## config.mk

```make
export PLATFORM = sky130hd
export DESIGN_NAME = jtcop_bus_resp
export DESIGN_NICKNAME = d
export VERILOG_FILES = /design/src/rtl/jtcop_bus_pkg.sv /design/src/rtl/jtcop_okfilter.sv /design/src/rtl/jtcop_bus_resp.sv
export SDC_FILE = /design/constraint.sdc
export NUM_CORES = 1
export LEC_CHECK = 0
export ABC_CLOCK_PERIOD_IN_PS = 2100
export CAP_MARGIN = 10
export CORE_ASPECT_RATIO = 0.7
export CORE_MARGIN = 10
export CORE_UTILIZATION = 40
export CTS_BUF_LIST = sky130_fd_sc_hd__clkbuf_4 sky130_fd_sc_hd__clkbuf_8
export DETAILED_ROUTE_END_ITERATION = 10
export PLACE_DENSITY = 0.8
export SKIP_CTS_REPAIR_TIMING = 1
export SLEW_MARGIN = 20
export SYNTH_ARGS = -nofsm -noshare
export SYNTH_HDL_FRONTEND = slang
export SYNTH_SLANG_ARGS = --single-unit
```

## constraint.sdc

```tcl
create_clock -name clk -period 2.1 [get_ports clk]
set_input_delay 0.21 -clock clk [delete_from_list [all_inputs] [get_ports clk]]
set_output_delay 0.21 -clock clk [all_outputs]
set_load 0.01 [all_outputs]
```

## src/rtl/jtcop_bus_pkg.sv

```systemverilog
// Shared types for the 68000 bus responder: FSM states, source-select codes,
// open-bus value and the chip-select priority encoder.
package jtcop_bus_pkg;

  typedef enum logic [1:0] {
    ST_IDLE    = 2'd0,
    ST_OKWAIT  = 2'd1,
    ST_FIXWAIT = 2'd2,
    ST_ACK     = 2'd3
  } bus_state_t;

  typedef enum logic [3:0] {
    SRC_ROM  = 4'd0,
    SRC_RAM  = 4'd1,
    SRC_OBJ  = 4'd2,
    SRC_PAL0 = 4'd3,
    SRC_PAL1 = 4'd4,
    SRC_HUC  = 4'd5,
    SRC_DISP = 4'd6,
    SRC_CAB  = 4'd7,
    SRC_SYS  = 4'd8,
    SRC_DIP  = 4'd9,
    SRC_NONE = 4'd15
  } src_t;

  localparam logic [15:0] OPEN_BUS = 16'hffff;

  // Fixed priority, highest first, when the decoder raises several selects
  function automatic src_t src_encode(
    input logic       rom_cs,
    input logic       ram_cs,
    input logic       obj_cs,
    input logic [1:0] pal_cs,
    input logic       huc_cs,
    input logic       disp_cs,
    input logic [2:0] read_cs
  );
    src_t src;
    if      (rom_cs)     src = SRC_ROM;
    else if (ram_cs)     src = SRC_RAM;
    else if (obj_cs)     src = SRC_OBJ;
    else if (pal_cs[0])  src = SRC_PAL0;
    else if (pal_cs[1])  src = SRC_PAL1;
    else if (huc_cs)     src = SRC_HUC;
    else if (disp_cs)    src = SRC_DISP;
    else if (read_cs[0]) src = SRC_CAB;
    else if (read_cs[1]) src = SRC_SYS;
    else if (read_cs[2]) src = SRC_DIP;
    else                 src = SRC_NONE;
    return src;
  endfunction

endpackage

```

## src/rtl/jtcop_okfilter.sv

```systemverilog
// Stale-ok filter for one SDRAM source: an ok seen within OK_GUARD clocks of
// the cycle start belongs to the previous access and is ignored.
module jtcop_okfilter #(
  parameter int OK_GUARD = 2,
  parameter int TW       = 7
) (
  input  logic rst,
  input  logic clk,
  input  logic load,
  input  logic ok,
  output logic ok_q
);

  localparam logic [TW-1:0] GUARD_ONE  = TW'(1);
  localparam logic [TW-1:0] GUARD_LOAD = TW'(OK_GUARD);

  logic [TW-1:0] guard_r;

  // Guard counter: reloaded at cycle start, counts down and sticks at zero
  always_ff @(posedge clk or posedge rst) begin
    if (rst) begin
      guard_r <= {TW{1'b0}};
    end else if (load) begin
      guard_r <= GUARD_LOAD;
    end else if (guard_r != {TW{1'b0}}) begin
      guard_r <= guard_r - GUARD_ONE;
    end else begin
      guard_r <= guard_r;
    end
  end

  assign ok_q = ok && (guard_r == {TW{1'b0}});

endmodule

```

## src/rtl/jtcop_bus_resp.sv

```systemverilog
// 68000 bus-cycle responder: DTACKn generation, read-data latch and timeout.
// Build option JTCOP_BUSERR_EN turns unmapped-cycle timeouts into BERRn.
module jtcop_bus_resp
  import jtcop_bus_pkg::*;
#(
  parameter int FIX_WAIT = 2,
  parameter int OK_GUARD = 2,
  parameter int TIMEOUT  = 64,
  parameter int TW       = 7
) (
  input  logic        rst,
  input  logic        clk,
  input  logic        ASn,
  input  logic        RnW,
  input  logic        rom_cs,
  input  logic        ram_cs,
  input  logic        obj_cs,
  input  logic [1:0]  pal_cs,
  input  logic        huc_cs,
  input  logic        disp_cs,
  input  logic [2:0]  read_cs,
  input  logic [15:0] rom_data,
  input  logic        rom_ok,
  input  logic [15:0] ram_data,
  input  logic        ram_ok,
  input  logic [15:0] obj_data,
  input  logic [15:0] pal_data,
  input  logic [7:0]  huc_data,
  input  logic [15:0] disp_data,
  input  logic [15:0] cab_data,
  input  logic [15:0] sys_data,
  input  logic [15:0] dip_data,
  output logic        DTACKn,
  output logic        BERRn,
  output logic [15:0] cpu_din,
  output logic        busy
);

  localparam logic [TW-1:0] CNT_ZERO = {TW{1'b0}};
  localparam logic [TW-1:0] CNT_ONE  = TW'(1);
  localparam logic [TW-1:0] CNT_FIX  = TW'(FIX_WAIT);
  localparam logic [TW-1:0] CNT_TOUT = TW'(TIMEOUT);

  bus_state_t    state_r, state_s;
  src_t          src_r, src_s, sel_s;
  logic [TW-1:0] cnt_r, cnt_s;
  logic          asn_l_r;
  logic          dtack_n_r, dtack_n_s;
  logic          berr_n_r, berr_n_s;
  logic [15:0]   din_r, din_s;
  logic          busy_r;
  logic          start_s, done_s, ok_s;
  logic          rom_okq_s, ram_okq_s;
  logic [15:0]   rd_data_s;

  assign start_s = !ASn && asn_l_r && (state_r == ST_IDLE);
  assign sel_s   = src_encode(rom_cs, ram_cs, obj_cs, pal_cs, huc_cs, disp_cs, read_cs);

  jtcop_okfilter #(.OK_GUARD(OK_GUARD), .TW(TW)) u_rom_ok (
    .rst (rst),
    .clk (clk),
    .load(start_s),
    .ok  (rom_ok),
    .ok_q(rom_okq_s)
  );

  jtcop_okfilter #(.OK_GUARD(OK_GUARD), .TW(TW)) u_ram_ok (
    .rst (rst),
    .clk (clk),
    .load(start_s),
    .ok  (ram_ok),
    .ok_q(ram_okq_s)
  );

  // Read-data mux driven by the select captured at cycle start
  always_comb begin
    rd_data_s = OPEN_BUS;
    case (src_r)
      SRC_ROM:  rd_data_s = rom_data;
      SRC_RAM:  rd_data_s = ram_data;
      SRC_OBJ:  rd_data_s = obj_data;
      SRC_PAL0: rd_data_s = pal_data;
      SRC_PAL1: rd_data_s = pal_data;
      SRC_HUC:  rd_data_s = {8'hff, huc_data};
      SRC_DISP: rd_data_s = disp_data;
      SRC_CAB:  rd_data_s = cab_data;
      SRC_SYS:  rd_data_s = sys_data;
      SRC_DIP:  rd_data_s = dip_data;
      default:  rd_data_s = OPEN_BUS;
    endcase
  end

  assign ok_s = (src_r == SRC_ROM) ? rom_okq_s : ram_okq_s;

  // Bus-cycle FSM next state; a rising ASn before completion aborts silently
  always_comb begin
    state_s   = state_r;
    cnt_s     = cnt_r;
    src_s     = src_r;
    dtack_n_s = dtack_n_r;
    berr_n_s  = berr_n_r;
    din_s     = din_r;
    done_s    = 1'b0;
    case (state_r)
      ST_IDLE: begin
        dtack_n_s = 1'b1;
        berr_n_s  = 1'b1;
        if (start_s) begin
          src_s = sel_s;
          if (sel_s == SRC_ROM || sel_s == SRC_RAM) begin
            state_s = ST_OKWAIT;
            cnt_s   = CNT_ZERO;
          end else if (sel_s == SRC_NONE) begin
            state_s = ST_FIXWAIT;
            cnt_s   = CNT_TOUT;
          end else begin
            state_s = ST_FIXWAIT;
            cnt_s   = CNT_FIX;
          end
        end else begin
          state_s = ST_IDLE;
        end
      end
      ST_OKWAIT: begin
        if (ASn) begin
          state_s = ST_IDLE;
        end else if (ok_s) begin
          done_s = 1'b1;
        end else begin
          state_s = ST_OKWAIT;
        end
      end
      ST_FIXWAIT: begin
        if (ASn) begin
          state_s = ST_IDLE;
        end else if (cnt_r == CNT_ZERO) begin
          done_s = 1'b1;
        end else begin
          cnt_s = cnt_r - CNT_ONE;
        end
      end
      ST_ACK: begin
        if (ASn) begin
          state_s   = ST_IDLE;
          dtack_n_s = 1'b1;
          berr_n_s  = 1'b1;
        end else begin
          state_s = ST_ACK;
        end
      end
      default: begin
        state_s   = ST_IDLE;
        dtack_n_s = 1'b1;
        berr_n_s  = 1'b1;
      end
    endcase

    if (done_s) begin
      state_s = ST_ACK;
      if (RnW) begin
        din_s = rd_data_s;
      end else begin
        din_s = din_r;
      end
`ifdef JTCOP_BUSERR_EN
      if (src_r == SRC_NONE) begin
        berr_n_s = 1'b0;
      end else begin
        dtack_n_s = 1'b0;
      end
`else
      dtack_n_s = 1'b0;
`endif
    end else begin
      din_s = din_s;
    end
  end

  // State and output registers
  always_ff @(posedge clk or posedge rst) begin
    if (rst) begin
      state_r   <= ST_IDLE;
      src_r     <= SRC_NONE;
      cnt_r     <= CNT_ZERO;
      asn_l_r   <= 1'b0;
      dtack_n_r <= 1'b1;
      berr_n_r  <= 1'b1;
      din_r     <= 16'h0000;
      busy_r    <= 1'b0;
    end else begin
      state_r   <= state_s;
      src_r     <= src_s;
      cnt_r     <= cnt_s;
      asn_l_r   <= ASn;
      dtack_n_r <= dtack_n_s;
      berr_n_r  <= berr_n_s;
      din_r     <= din_s;
      busy_r    <= (state_s == ST_OKWAIT) || (state_s == ST_FIXWAIT);
    end
  end

  assign DTACKn  = dtack_n_r;
  assign BERRn   = berr_n_r;
  assign cpu_din = din_r;
  assign busy    = busy_r;

endmodule

```

==> impl_metrics.csv <==
group,metric,value,unit
placed_design,gp_congestion,0.968,
yosys,synth_top_area_cell,"dfrtp_1",
placed_design,dp_hpwl,12700,µm
yosys,yosysUniqueCellTypes,70,
clock_tree,insertion_delay,0.32,ns
sta,fin_ws,0.0548,ns
sta,setup_viol,0,
sta,timing.final.crit_share,0.974,
placed_design,io_buffers,169,
sta,hold_viol_final,0,
grt,grt_use_total,0.209,
clock_tree,clk_pin_slew_worst_paths,0.09,ns
yosys,yosys_warnings,0,
clock_tree,cts.sinks,46,
yosys,synth_nets,628,
final_layout,nNetsFinal,804,
routing,routed_wl,15900,µm
critical_path,crit_arrival,2.26,ns
hold_path,hp-class,"input pin to async pin",
routing,dr.first_iter.drc_count,431,
critical_path,crit_slowest_cell,"dfrtp_1",
routing,vias,4369,
sta,fmax,0.489,GHz
critical_path,crit_chain,"inv_1, ha_1, nor3b_2, nor4bb_4, o311ai_4, buf_4, clkbuf_16, a21o_1",
routing,antenna_left,0,
final_layout,stdcell_area,0.00604,mm²
yosys,synth.ff_latch_count,46,
yosys,yosys.cell_count.top_type,"nand2_1",
floorplan,io_pins,171,
floorplan,dieArea,0.0140,mm²
placed_design,dp.cells,758,
yosys,synth_top_area_share,0.268,
grt,grt_pass1_vias,4324,
final_layout,fin_cells,768,
final_layout,multiInputGateArea,0.00250,mm²
yosys,synthesis.area,0.00383,mm²
sta,finClkSkew,0.00891,ns
yosys,ys_top_cells_by_count,"nand2_1, dfrtp_1, o21ai_0",
sta,setup_tns,0,ns
grt,grt_start_max_net_pins,48,
routing,via_per_inst,5.69,
final_layout,fill_cells,794,
final_layout,final_util,0.655,
critical_path,path_depth,8,
clock_tree,clock_path_buffers,2,
final_layout,drive_above_1_share,0.132,
grt,overflow,0,
grt,grt_antenna_before_repair,0,
sta,grt_setup_unrepaired,"yes",
critical_path,worst_setup_path_end_kind,"flop",
yosys,async_flop_share,1.00,
sta,slew_viol_final,0,
sta,slew_headroom,0.584,
power_and_ir_drop,powerDensity,647,mW/mm²
routing,avgRoutedWirePerCell,20.6,µm
critical_path,ff2ff_setup_slack,0.05,ns
yosys,synth-edff-count,0,
placed_design,placed_area,0.00581,mm²
power_and_ir_drop,vdd_ir_drop_max,474,µV
clock_tree,root_buffer,"clkbuf_8",
yosys,avgSynthCellArea,8.21,µm²
floorplan,die_width,137,µm
status,status,"completed",
critical_path,startpoint_type,"flop",
floorplan,initial_core_util,0.416,
critical_path,rr_worst_depth,8,
critical_path,path_class,"flop to flop",
power_and_ir_drop,p_leak,0.00238,µW
critical_path,cp.required,2.31,ns
routing,dr.pass1.iters,7,
critical_path,crit_fanout,14,
sta,tightest_slew,0.621,ns
critical_path,slowest_delay,0.42,ns
clock_tree,cts_tree,"built",
critical_path,crit_family,"simple AND/OR/NAND/NOR gates",
clock_tree,cts_buffers,5,
yosys,syn_inst,467,
yosys,synth_area_leaders,"dfrtp_1, o21ai_0, nand2_1",
placed_design,dp_slack,-0.0494,ns
sta,min_period,2.05,ns
grt,grt_pass1_wl,23300,µm
flow_run,maxCapViolCount,0,
final_layout,area_growth,57.5,%
final_layout,seq_area,0.00116,mm²
clock_tree,cts_htree_levels,2,
final_layout,antennaDiodeCount,0,
floorplan,num_rows,29,
yosys,ys.flop_type,"dfrtp_1",
floorplan,die_h,102,µm
routing,drc,0,
floorplan,core,0.00922,mm²
critical_path,cp_num_buf_inv,3,
yosys,ys_seq_area_frac,0.302,
-- per-layer routing --
metal,vias up,part of all wire,GRT usage,wire [µm]
met2,199,0.48,0.347,7680
met4,0,0.027,0.0638,424
met5,-,0,0,0
met1,2071,0.41,0.268,6550
li1,2070,-,-,-
met3,29,0.076,0.0431,1200
-- area by class of cell --
cell class              count  share of cell area
multi-input cells         370               0.415
clock inverters             3             0.00746
clock buffers               5              0.0114
flip-flops and latches     46               0.192
repair buffers            204               0.339
well taps                 124              0.0257
inverters                  16             0.00995
-- worst paths after layout --
kind | from | to
setup / recovery | u_ram_ok.guard_r[0] | cpu_din[3]
hold / removal | rst | cpu_din[14]
setup reg to reg | u_ram_ok.guard_r[0] | cpu_din[3]
hold reg to reg | cpu_din[14] | cpu_din[14]
max in group asynchronous | rst | state_r[0]
min in group clk | cpu_din[14] | cpu_din[14]
-- per-stage QoR --
step / total power (µW) / hold WS (ns)
2_1_floorplan: 2310 / 0.241
5_1_grt: 4140 / 0.415
4_1_cts: 3800 / 0.390
6_report: 3900 / 0.365
3_3_place_gp: 3020 / 0.463
3_5_place_dp: 3100 / 0.470
-- layout by cell type, fill, tap and decap left out, types with 4 or more instances in the layout --
cell type,netlist,layout
a211oi_1,7,7
a21oi_1,33,33
a22oi_1,13,13
a31oi_1,4,4
and2_1,4,4
and3_1,4,4
buf_12,0,5
buf_4,2,26
clkbuf_8,0,5
clkdlybuf4s50_1,0,169
dfrtp_1,41,40
dfstp_2,5,5
ha_1,9,8
inv_1,16,15
mux2_2,11,11
mux2i_1,15,14
nand2_1,50,50
nand3_1,11,11
nand3b_1,8,8
nor2_1,37,37
nor2b_1,16,16
nor3_1,10,10
nor3b_1,8,6
nor4_1,4,4
o21ai_0,40,40
o22ai_1,4,4
or3_1,4,4
xnor2_1,6,6
xor2_1,7,7
-- state kept, by name (all words and copies together), names as in the netlist --
| name | count |
|---|---|
| cpu_din | 16 |
| cnt_r | 7 |
| u_ram_ok.guard_r | 7 |
| u_rom_ok.guard_r | 7 |
| src_r | 4 |
| state_r | 2 |
| DTACKn | 1 |
| asn_l_r | 1 |
| busy | 1 |
-- logic make-up after synthesis --
kind of cell	Yosys count	synth area share
AO/OA/AOI/OAI	145	0.254
buffers and inverters	51	0.0636
adder cells (fa/ha/maj)	9	0.0294
AND/OR/NAND/NOR	173	0.237
other	1	0.000978
flip-flops	46	0.302
XOR/XNOR	13	0.0297
multiplexers	29	0.0832
-- where the power goes --
part | leakage (µW) | internal [µW] | switching [µW]
clock | 0.0000504 | 354 | 338
sequential | 0.000592 | 1080 | 202
combinational | 0.00174 | 1000 | 923
-- tightest hold or removal path, cell delays in order --
cell and delay [ns]:
clkdlybuf4s50_1 0.42, inv_2 0.05, buf_4 0.48
No activity file was read; power rests on OpenSTA's default activity.
